File: src/rtl/clk_gen_pkg.sv
// Shared definitions for the programmable clock generator.
//   - state_t       : controller states (STOP, RUN, PEND)
//   - CNT_W_DEF     : default half-period counter width
//   - DEF_HALF_DEF  : default half-period loaded at reset
//   - clamp1()      : forces a zero length to one
package clk_gen_pkg;

  localparam int CNT_W_DEF    = 16;
  localparam int DEF_HALF_DEF = 5;

  typedef enum logic [1:0] {
    STOP = 2'd0,
    RUN  = 2'd1,
    PEND = 2'd2
  } state_t;

  // A phase length of zero has no meaning; treat it as the shortest phase.
  function automatic logic [31:0] clamp1(input logic [31:0] v);
    return (v == 32'd0) ? 32'd1 : v;
  endfunction

endpackage

File: src/rtl/clk_gen_phase_cnt.sv
// Phase counter for the clock generator.
// Counts clk cycles within the current phase of clk_out and toggles clk_out
// when the phase length is reached. Emits one-cycle rise/fall strobes that
// are registered on the same edge as the toggle.
// Ports:
//   clk, rst     : system clock, synchronous active-high reset
//   i_run        : 1 = count, 0 = idle (counter cleared, clk_out held low)
//   i_hi_len     : high-phase length in clk cycles (>= 1)
//   i_lo_len     : low-phase length in clk cycles (>= 1)
//   o_clk_out    : generated clock (registered)
//   o_rise       : strobe, clk_out just went 0->1
//   o_fall       : strobe, clk_out just went 1->0
//   o_fall_tc    : combinational, a falling toggle happens at the next edge
module clk_gen_phase_cnt #(
  parameter int CNT_W = 16
) (
  input  logic             clk,
  input  logic             rst,
  input  logic             i_run,
  input  logic [CNT_W-1:0] i_hi_len,
  input  logic [CNT_W-1:0] i_lo_len,
  output logic             o_clk_out,
  output logic             o_rise,
  output logic             o_fall,
  output logic             o_fall_tc
);

  logic [CNT_W-1:0] r_cnt;
  logic             r_clk_out;
  logic             r_rise;
  logic             r_fall;

  logic [CNT_W-1:0] w_len;
  logic             w_tc;

  // Length of the phase we are currently in.
  assign w_len     = r_clk_out ? i_hi_len : i_lo_len;
  assign w_tc      = i_run && (r_cnt == (w_len - CNT_W'(1)));
  assign o_fall_tc = w_tc && r_clk_out;

  always_ff @(posedge clk) begin
    if (rst) begin
      r_cnt     <= '0;
      r_clk_out <= 1'b0;
      r_rise    <= 1'b0;
      r_fall    <= 1'b0;
    end else if (!i_run) begin
      r_cnt     <= '0;
      r_clk_out <= 1'b0;
      r_rise    <= 1'b0;
      r_fall    <= 1'b0;
    end else if (w_tc) begin
      r_cnt     <= '0;
      r_clk_out <= ~r_clk_out;
      r_rise    <= ~r_clk_out;
      r_fall    <= r_clk_out;
    end else begin
      r_cnt     <= r_cnt + CNT_W'(1);
      r_rise    <= 1'b0;
      r_fall    <= 1'b0;
    end
  end

  assign o_clk_out = r_clk_out;
  assign o_rise    = r_rise;
  assign o_fall    = r_fall;

endmodule

File: src/rtl/clk_gen_ctrl.sv
// Programmable clock generator / controller.
// Produces clk_out from clk with a programmable half-period. New settings
// arrive over a valid/ready handshake; while running, a new setting is held
// in a shadow register and applied only at the falling edge of clk_out, so
// clk_out never shows a shortened phase.
// Optional build macro CLKGEN_DUTY_EN: adds cfg_lo / cur_lo so the low phase
// length is programmed independently of the high phase.
// Ports:
//   clk, rst            : system clock, synchronous active-high reset
//   cfg_valid/cfg_ready : config handshake (transfer when both high)
//   cfg_half            : requested half-period (high phase), 0 clamps to 1
//   cfg_en              : 1 = run, 0 = stop
//   cfg_lo  (macro)     : requested low phase length, 0 clamps to 1
//   clk_out             : generated clock
//   rise_pulse          : one-cycle strobe with clk_out 0->1
//   fall_pulse          : one-cycle strobe with clk_out 1->0
//   busy                : a shadowed config is waiting for its boundary
//   cur_half            : half-period in effect
//   cur_lo  (macro)     : low phase length in effect
module clk_gen_ctrl
  import clk_gen_pkg::*;
#(
  parameter int CNT_W    = CNT_W_DEF,
  parameter int DEF_HALF = DEF_HALF_DEF
) (
  input  logic             clk,
  input  logic             rst,
  input  logic             cfg_valid,
  output logic             cfg_ready,
  input  logic [CNT_W-1:0] cfg_half,
`ifdef CLKGEN_DUTY_EN
  input  logic [CNT_W-1:0] cfg_lo,
  output logic [CNT_W-1:0] cur_lo,
`endif
  input  logic             cfg_en,
  output logic             clk_out,
  output logic             rise_pulse,
  output logic             fall_pulse,
  output logic             busy,
  output logic [CNT_W-1:0] cur_half
);

  state_t           r_state;
  state_t           w_state_nxt;
  logic [CNT_W-1:0] r_cur_half;
  logic [CNT_W-1:0] r_sh_half;
  logic             r_sh_en;

  logic             w_accept;
  logic             w_ld_cur;
  logic             w_cur_from_sh;
  logic             w_ld_sh;
  logic             w_fall_tc;
  logic             w_run;
  logic [CNT_W-1:0] w_half_cl;
  logic [CNT_W-1:0] w_lo_len;

  assign w_half_cl = CNT_W'(clamp1(32'(cfg_half)));
  assign cfg_ready = (r_state != PEND);
  assign busy      = (r_state == PEND);
  assign w_accept  = cfg_valid && cfg_ready;
  assign w_run     = (r_state != STOP);

`ifdef CLKGEN_DUTY_EN
  logic [CNT_W-1:0] r_cur_lo;
  logic [CNT_W-1:0] r_sh_lo;
  logic [CNT_W-1:0] w_lo_cl;

  assign w_lo_cl  = CNT_W'(clamp1(32'(cfg_lo)));
  assign w_lo_len = r_cur_lo;
  assign cur_lo   = r_cur_lo;

  always_ff @(posedge clk) begin
    if (rst) begin
      r_cur_lo <= CNT_W'(DEF_HALF);
    end else if (w_ld_cur) begin
      r_cur_lo <= w_cur_from_sh ? r_sh_lo : w_lo_cl;
    end
  end

  always_ff @(posedge clk) begin
    if (w_ld_sh) begin
      r_sh_lo <= w_lo_cl;
    end
  end
`else
  assign w_lo_len = r_cur_half;
`endif

  // Next state and register load enables.
  always_comb begin
    w_state_nxt   = r_state;
    w_ld_cur      = 1'b0;
    w_cur_from_sh = 1'b0;
    w_ld_sh       = 1'b0;
    case (r_state)
      STOP: begin
        if (w_accept) begin
          w_ld_cur = 1'b1;
          if (cfg_en) begin
            w_state_nxt = RUN;
          end
        end
      end
      RUN: begin
        if (w_accept) begin
          w_ld_sh     = 1'b1;
          w_state_nxt = PEND;
        end
      end
      PEND: begin
        // Only the falling toggle is a safe boundary: clk_out is then low
        // and the counter restarts, so the new lengths start a clean phase.
        if (w_fall_tc) begin
          w_ld_cur      = 1'b1;
          w_cur_from_sh = 1'b1;
          w_state_nxt   = r_sh_en ? RUN : STOP;
        end
      end
      default: w_state_nxt = STOP;
    endcase
  end

  always_ff @(posedge clk) begin
    if (rst) begin
      r_state    <= STOP;
      r_cur_half <= CNT_W'(DEF_HALF);
    end else begin
      r_state <= w_state_nxt;
      if (w_ld_cur) begin
        r_cur_half <= w_cur_from_sh ? r_sh_half : w_half_cl;
      end
    end
  end

  // Shadow holds data only; its content is meaningful only while in PEND.
  always_ff @(posedge clk) begin
    if (w_ld_sh) begin
      r_sh_half <= w_half_cl;
      r_sh_en   <= cfg_en;
    end
  end

  clk_gen_phase_cnt #(
    .CNT_W(CNT_W)
  ) u_phase (
    .clk      (clk),
    .rst      (rst),
    .i_run    (w_run),
    .i_hi_len (r_cur_half),
    .i_lo_len (w_lo_len),
    .o_clk_out(clk_out),
    .o_rise   (rise_pulse),
    .o_fall   (fall_pulse),
    .o_fall_tc(w_fall_tc)
  );

  assign cur_half = r_cur_half;

endmodule
File: config.mk
export PLATFORM = sky130hd
export DESIGN_NAME = clk_gen_ctrl
export DESIGN_NICKNAME = d
export VERILOG_FILES = /design/src/rtl/clk_gen_pkg.sv /design/src/rtl/clk_gen_phase_cnt.sv /design/src/rtl/clk_gen_ctrl.sv
export SDC_FILE = /design/constraint.sdc
export NUM_CORES = 1
export LEC_CHECK = 0
export ABC_AREA = 1
export CORE_ASPECT_RATIO = 1.25
export CORE_MARGIN = 2
export CORE_UTILIZATION = 56
export DETAILED_ROUTE_END_ITERATION = 10
export GPL_TIMING_DRIVEN = 0
export PLACE_DENSITY = 0.91
export SYNTH_ARGS = -nofsm -noshare
export SYNTH_HDL_FRONTEND = slang
export SYNTH_SLANG_ARGS = --single-unit
File: constraint.sdc
create_clock -name clk -period 2.74 [get_ports clk]
set_input_delay 0.685 -clock clk [delete_from_list [all_inputs] [get_ports clk]]
set_output_delay 0.685 -clock clk [all_outputs]
set_load 0.01 [all_outputs]
# --- Word-level counts from Yosys, hierarchy flattened ---
# Index checks and enable logic that the tools add are counted.
word_totals:
  reg_bits: 54
  input_bits: 20
  out_inout_bits: 21
  wordCells: 44
op_classes:
  addsub: 2
  eq_ne: 8
  n_mux: 13
  bitwise_logic: 3
  reduce_logical: 10
op_table:
  columns: ["op", "n"]
  rows:
  - ["$mux W16", 2]
  - ["$add A16 B1 Y16 const B", 1]
  - ["$eq A16 B16 Y1", 1]
  - ["$logic_not A16 Y1", 1]
  - ["$sub A16 B1 Y16 const B", 1]
  - ["$mux W2", 4]
  - ["$ne A2 B2 Y1 const B", 4]
  - ["$pmux W2 S3", 1]
  - ["$reduce_or A3 Y1", 2]
  - ["$mux W1", 5]
  - ["$reduce_and A4 Y1", 1]
  - ["$logic_and A1 B1 Y1", 3]
  - ["$not A1 Y1", 3]
  - ["$eq A2 B1 Y1 const B", 1]
  - ["$eq A2 B2 Y1 const B", 1]
  - ["$logic_not A2 Y1", 1]
  - ["$ne A2 B1 Y1 const B", 1]
  - ["$pmux W1 S2", 1]
  - ["$reduce_bool A2 Y1", 1]
  - ["$reduce_or A2 Y1", 1]

# --- Longest topological paths before layout ---
logic_depth:
  depth_word: 7
  mapped_depth: 16
  depth_no_buf: 16

# --- Modules after synthesis ---
# From an unflattened synthesis, not the netlist that was laid out.
unflattened:
  hier_cells: 544
  area_unflattened_um2: 3483.3
by_module_without_submodules:
  columns: ["mod", "n_inst", "cells_each", "area_each_um2", "seq_area_each_um2"]
  rows:
  - ["clk_gen_phase_cnt", 1, 355, 1911.8, 380.4]
  - ["clk_gen_ctrl", 1, 189, 1571.5, 870.8]

# --- Worst setup path before layout ---
# Ideal clock, no wire load.
synth_path:
  kind: "register to register"
  start: "reg r_cur_half[0] (netlist: cur_half[0])"
  end: "reg r_cur_half[7] (netlist: cur_half[7])"
  t_arrival_ns: 1.994
  path_slack_ns: 0.632
  path_stages_with_launch: 15
  path_cell_list: "dfxtp_1 > inv_1 > ha_1 > xnor2_1 > nor2_1 > nand3_1 > nor2_4 > nand2_1 > nor2_1 > nand2_1 > nor2_4 > buf_6 > nand4_1 > nand2_1 > a21oi_2"
synth_via:
  elab_chain_len: 7
  elab_cells_between_ends: 8
  cone_classes: "add/sub (1); eq/ne (1); mux (4); reduce/logical (2)"
synth_lines:
  columns: ["element", "line_no", "text"]
  rows:
  - ["start: declaration", "clk_gen_ctrl.sv:45", "logic [CNT_W-1:0] r_cur_half;"]
  - ["start signal: assignment", "clk_gen_ctrl.sv:127", "r_cur_half <= CNT_W'(DEF_HALF);"]
  - ["start signal: assignment", "clk_gen_ctrl.sv:131", "r_cur_half <= w_cur_from_sh ? r_sh_half : w_half_cl;"]
  - ["$sub A16 B1 Y16 (*)", "clk_gen_phase_cnt.sv:38", "assign w_tc = i_run && (r_cnt == (w_len - CNT_W'(1)));"]
  - ["$eq A16 B16 Y1 (*)", "clk_gen_phase_cnt.sv:38", null]
  - ["$logic_and A1 B1 Y1 (*)", "clk_gen_phase_cnt.sv:38", null]
  - ["$logic_and A1 B1 Y1 (*)", "clk_gen_phase_cnt.sv:39", "assign o_fall_tc = w_tc && r_clk_out;"]
  - ["$mux W1 (*)", "clk_gen_ctrl.sv:114", "if (w_fall_tc) begin"]
  - ["$mux W1", "clk_gen_ctrl.sv:96", "case (r_state)"]
  - ["$mux W16", "clk_gen_ctrl.sv:131", null]
# Mark *: on every way between the ends. The rest lies on a longest branch, timed or not.
# A chain may end at the register's enable or synchronous reset.

# --- Worst setup path after layout ---
layout_path:
  start: "reg r_state[1]"
  end: "out busy"
layout_via:
  elab_chain_len: 1
layout_lines:
  columns: ["element", "line_no", "text"]
  rows:
  - ["start: declaration", "clk_gen_ctrl.sv:43", "state_t r_state;"]
  - ["start signal: assignment", "clk_gen_ctrl.sv:129", "r_state <= w_state_nxt;"]
  - ["$eq A2 B2 Y1", "clk_gen_ctrl.sv:60", "assign busy = (r_state == PEND);"]
  - ["end: declaration", "clk_gen_ctrl.sv:39", "output logic busy,"]
# Every way passes these cells.

==> reports/results.ini <==
[outcome]
outcome = finished clean

[grt]
grt_pass1_vias = 2951
antenna_found_initial = 0
grt_max_degree = 18
grtUsageTotal_pct = 24.1
grt_overflow = 0
grt_pass1_wl_um = 12700

[synthesis]
synth.avg_cell_area_um2 = 7.49
yosysWarningCount = 0
syn-num-nets = 469
synth_ff_type = dfxtp_1
synth_edf_count = 17
async_flop_share_pct = 0
postSynthCellCount = 447
ys_seq_elements = 54
yosysSeqAreaShare_pct = 37.4
synth_area_mm2 = 0.00335
synth_cell_type_count = 39

[power_and_ir_drop]
p_per_area_mw_per_mm2 = 451
total_power_w = 0.00178
ir_drop_mv = 0.528
power_leakage_nw = 1.70

[floorplanning]
pin_count = 41
dieHeight_um = 90.5
core_mm2 = 0.00578
dieWidth_um = 73.2
initial_core_util_pct = 57.9
fp-row-count = 31
die-area_mm2 = 0.00662

[critical_path]
startpoint_type = flop
crit_start = r_state[1]$_SDFFE_PP0P_
cp_max_fo = 10
critPathKind = flop to output pin
worstPathRequired_ps = 2060
cp-end-kind = output pin
path_buf_inv = 3
cp_top_family = buffers and inverters
path_cells = inv_1, nor2_2, buf_6, clkdlybuf4s50_1
r2r_start = cur_half[0]$_SDFFE_PP1P_
cp_slowest_cell = clkdlybuf4s50_1
arrival_ps = 1860
reg2reg_slack_ps = 310
slowest_delay_ps = 540

[route]
drc_errors = 0
firstDrtPassIters = 4
dr_wl_met3_um = 216
dr.first_iter.drc_count = 166
routed-wl-met2_um = 4060
vias_per_cell = 5.28
vias = 2955
routed_wl_um = 7390
wirelength_met1_um = 2960
wl_per_cell_um = 13.2
ant_nets = 0
top_layer = met4

[timing]
fin_ws_ps = 197
clock.fmax_ghz = 0.393
fin_worst_skew_ps = 11.7
tns_ps = 0
rsz0062_at_grt = no
finalWorstPathRequiredPeriod_ps = 2540
finalHoldViolCount = 0
setup_violations = 0
relSlewSlack_pct = 56.8
worst_slew_pin_slew_ps = 647
fin_crit_sh_pct = 92.8
slew_violations = 0

[clock_tree]
ctsResizeCount = 0
cts_num_sinks = 54
cts_tree = built
h-tree-depth = 2
clk_latency_ps = 310
cts_setup_buffers = 0
ctsHoldBuffers = 0
cts_made_buffers = 5
cts_max_path_buffers = 2
cts_root_buf = clkbuf_8
clk_pin_slew_ps = 100

[cells_and_area]
drive_gt1_share_pct = 13.8
fin_util_pct = 68.1
nNetsFinal = 515
areaGrowthSynthToFinish_pct = 17.6
layoutNonFillerInstCount = 560
antenna_cells = 0

[worst_hold_path]
hold_class = flop to flop
worstHoldStart = r_sh_half[2]$_DFFE_PP_

[placement]
portBuffers = 39
dp_cells = 552
hpwl_um = 5980
routabilityCongestion = 0.836
post-place-ws_ps = -55.7

[job]
drv_cap = 0

## sequential cells by signal, summed over array words and instances, names as in the netlist
signal	cells
cur_half	16
r_sh_half	16
u_phase.r_cnt	16
r_state	2
r_sh_en	1
u_phase.o_clk_out	1
u_phase.o_fall	1
u_phase.o_rise	1
## layout make-up
class / count / area [µm²]
clock buffer: 8 / 111
tap: 66 / 82.6
timing repair buffer: 39 / 390
buffer: 27 / 191
inverter: 57 / 214
multi-input combinational: 309 / 1700
fill: 442 / 1840
sequential: 54 / 1250
## cell families after synthesis
logic type      count (synthesis)  share of synthesized area (%)
xor+xnor                       18                           4.71
buf+inv                        84                           12.1
flops                          54                           37.4
compound gates                 27                           5.46
simple gates                  262                           39.6
fa+ha+maj                       2                          0.747
## through the flow
stage / hold WS, ps / cell area, µm²
after floorplan: 437 / 3350
after global placement: 453 / 3820
after detailed placement: 458 / 3820
after CTS: 487 / 3930
after global routing: 523 / 3940
final: 483 / 3940
## routing by layer
metal	track usage (%)	up-vias
li1	-	1524
met2	45.1	60
met4	8.64	0
met3	3.91	14
met1	26.2	1357
met5	0	-
## synthesized netlist by cell type (2+ instances only)
cell        n  area share, %
clkbuf_8    4            1.6
nand2_4     2           0.67
nand3b_1    6            1.3
o21ai_0     2           0.30
nor2_4      5            1.7
a21oi_1    10            1.5
xor2_1     12            3.1
inv_1      55            6.2
clkbuf_1   15            1.7
nand2_2    11            2.1
edfxtp_1   17             15
nor3b_1     4           0.90
o21ai_1     2           0.30
nor2_8      2            1.2
ha_1        2           0.75
xnor2_1     6            1.6
nand4_1    20            3.7
nor2_1     31            3.5
nor2_2     11            2.1
dfxtp_1    37             22
nor3_1      5           0.75
nor4_1      5           0.93
inv_2       2           0.22
a21oi_2    10            2.6
nand3_2     2           0.60
buf_6       5            1.7
nand3_1    37            5.5
nand2_1   116             13
## where the power goes
group          internal, W  leakage, nW  switching, W
sequential        0.000853        0.456     0.0000346
combinational     0.000156         1.19      0.000213
clock             0.000262       0.0566      0.000258
total              0.00127         1.70      0.000506
## cells in the final DEF, fill, tap and decap left out, types with 10 or more instances in the layout
cell	synthesis	final
nor2_2	11	11
dfxtp_1	37	37
clkbuf_8	4	10
a21oi_1	10	10
nor2_1	31	31
a21oi_2	10	10
nand2_2	11	11
clkdlybuf4s50_1	0	39
inv_1	55	55
edfxtp_1	17	17
nand3_1	37	36
xor2_1	12	12
nand2_1	116	116
clkbuf_1	15	16
nand4_1	20	20
## worst register-to-register path, cell delays in order, from the launching register on
cell	delay, ps
dfxtp_1	350
inv_1	150
ha_1	250
nand2_4	120
nor2_8	160
nand3_2	80
xor2_1	260
nand3_1	110
nor2_1	160
nand3_1	160
nand3_2	190
buf_2	250
nor2_1	80
## path summary, 6_finish.rpt
path / end / cells past startpoint
setup / recovery: busy / 4
hold / removal: cur_half[2]$_SDFFE_PP1P_ / 2
setup reg to reg: u_phase.r_cnt[13]$_SDFF_PP0_ / 12
hold reg to reg: cur_half[2]$_SDFFE_PP1P_ / 2
No activity file was read; power rests on OpenSTA's default activity.
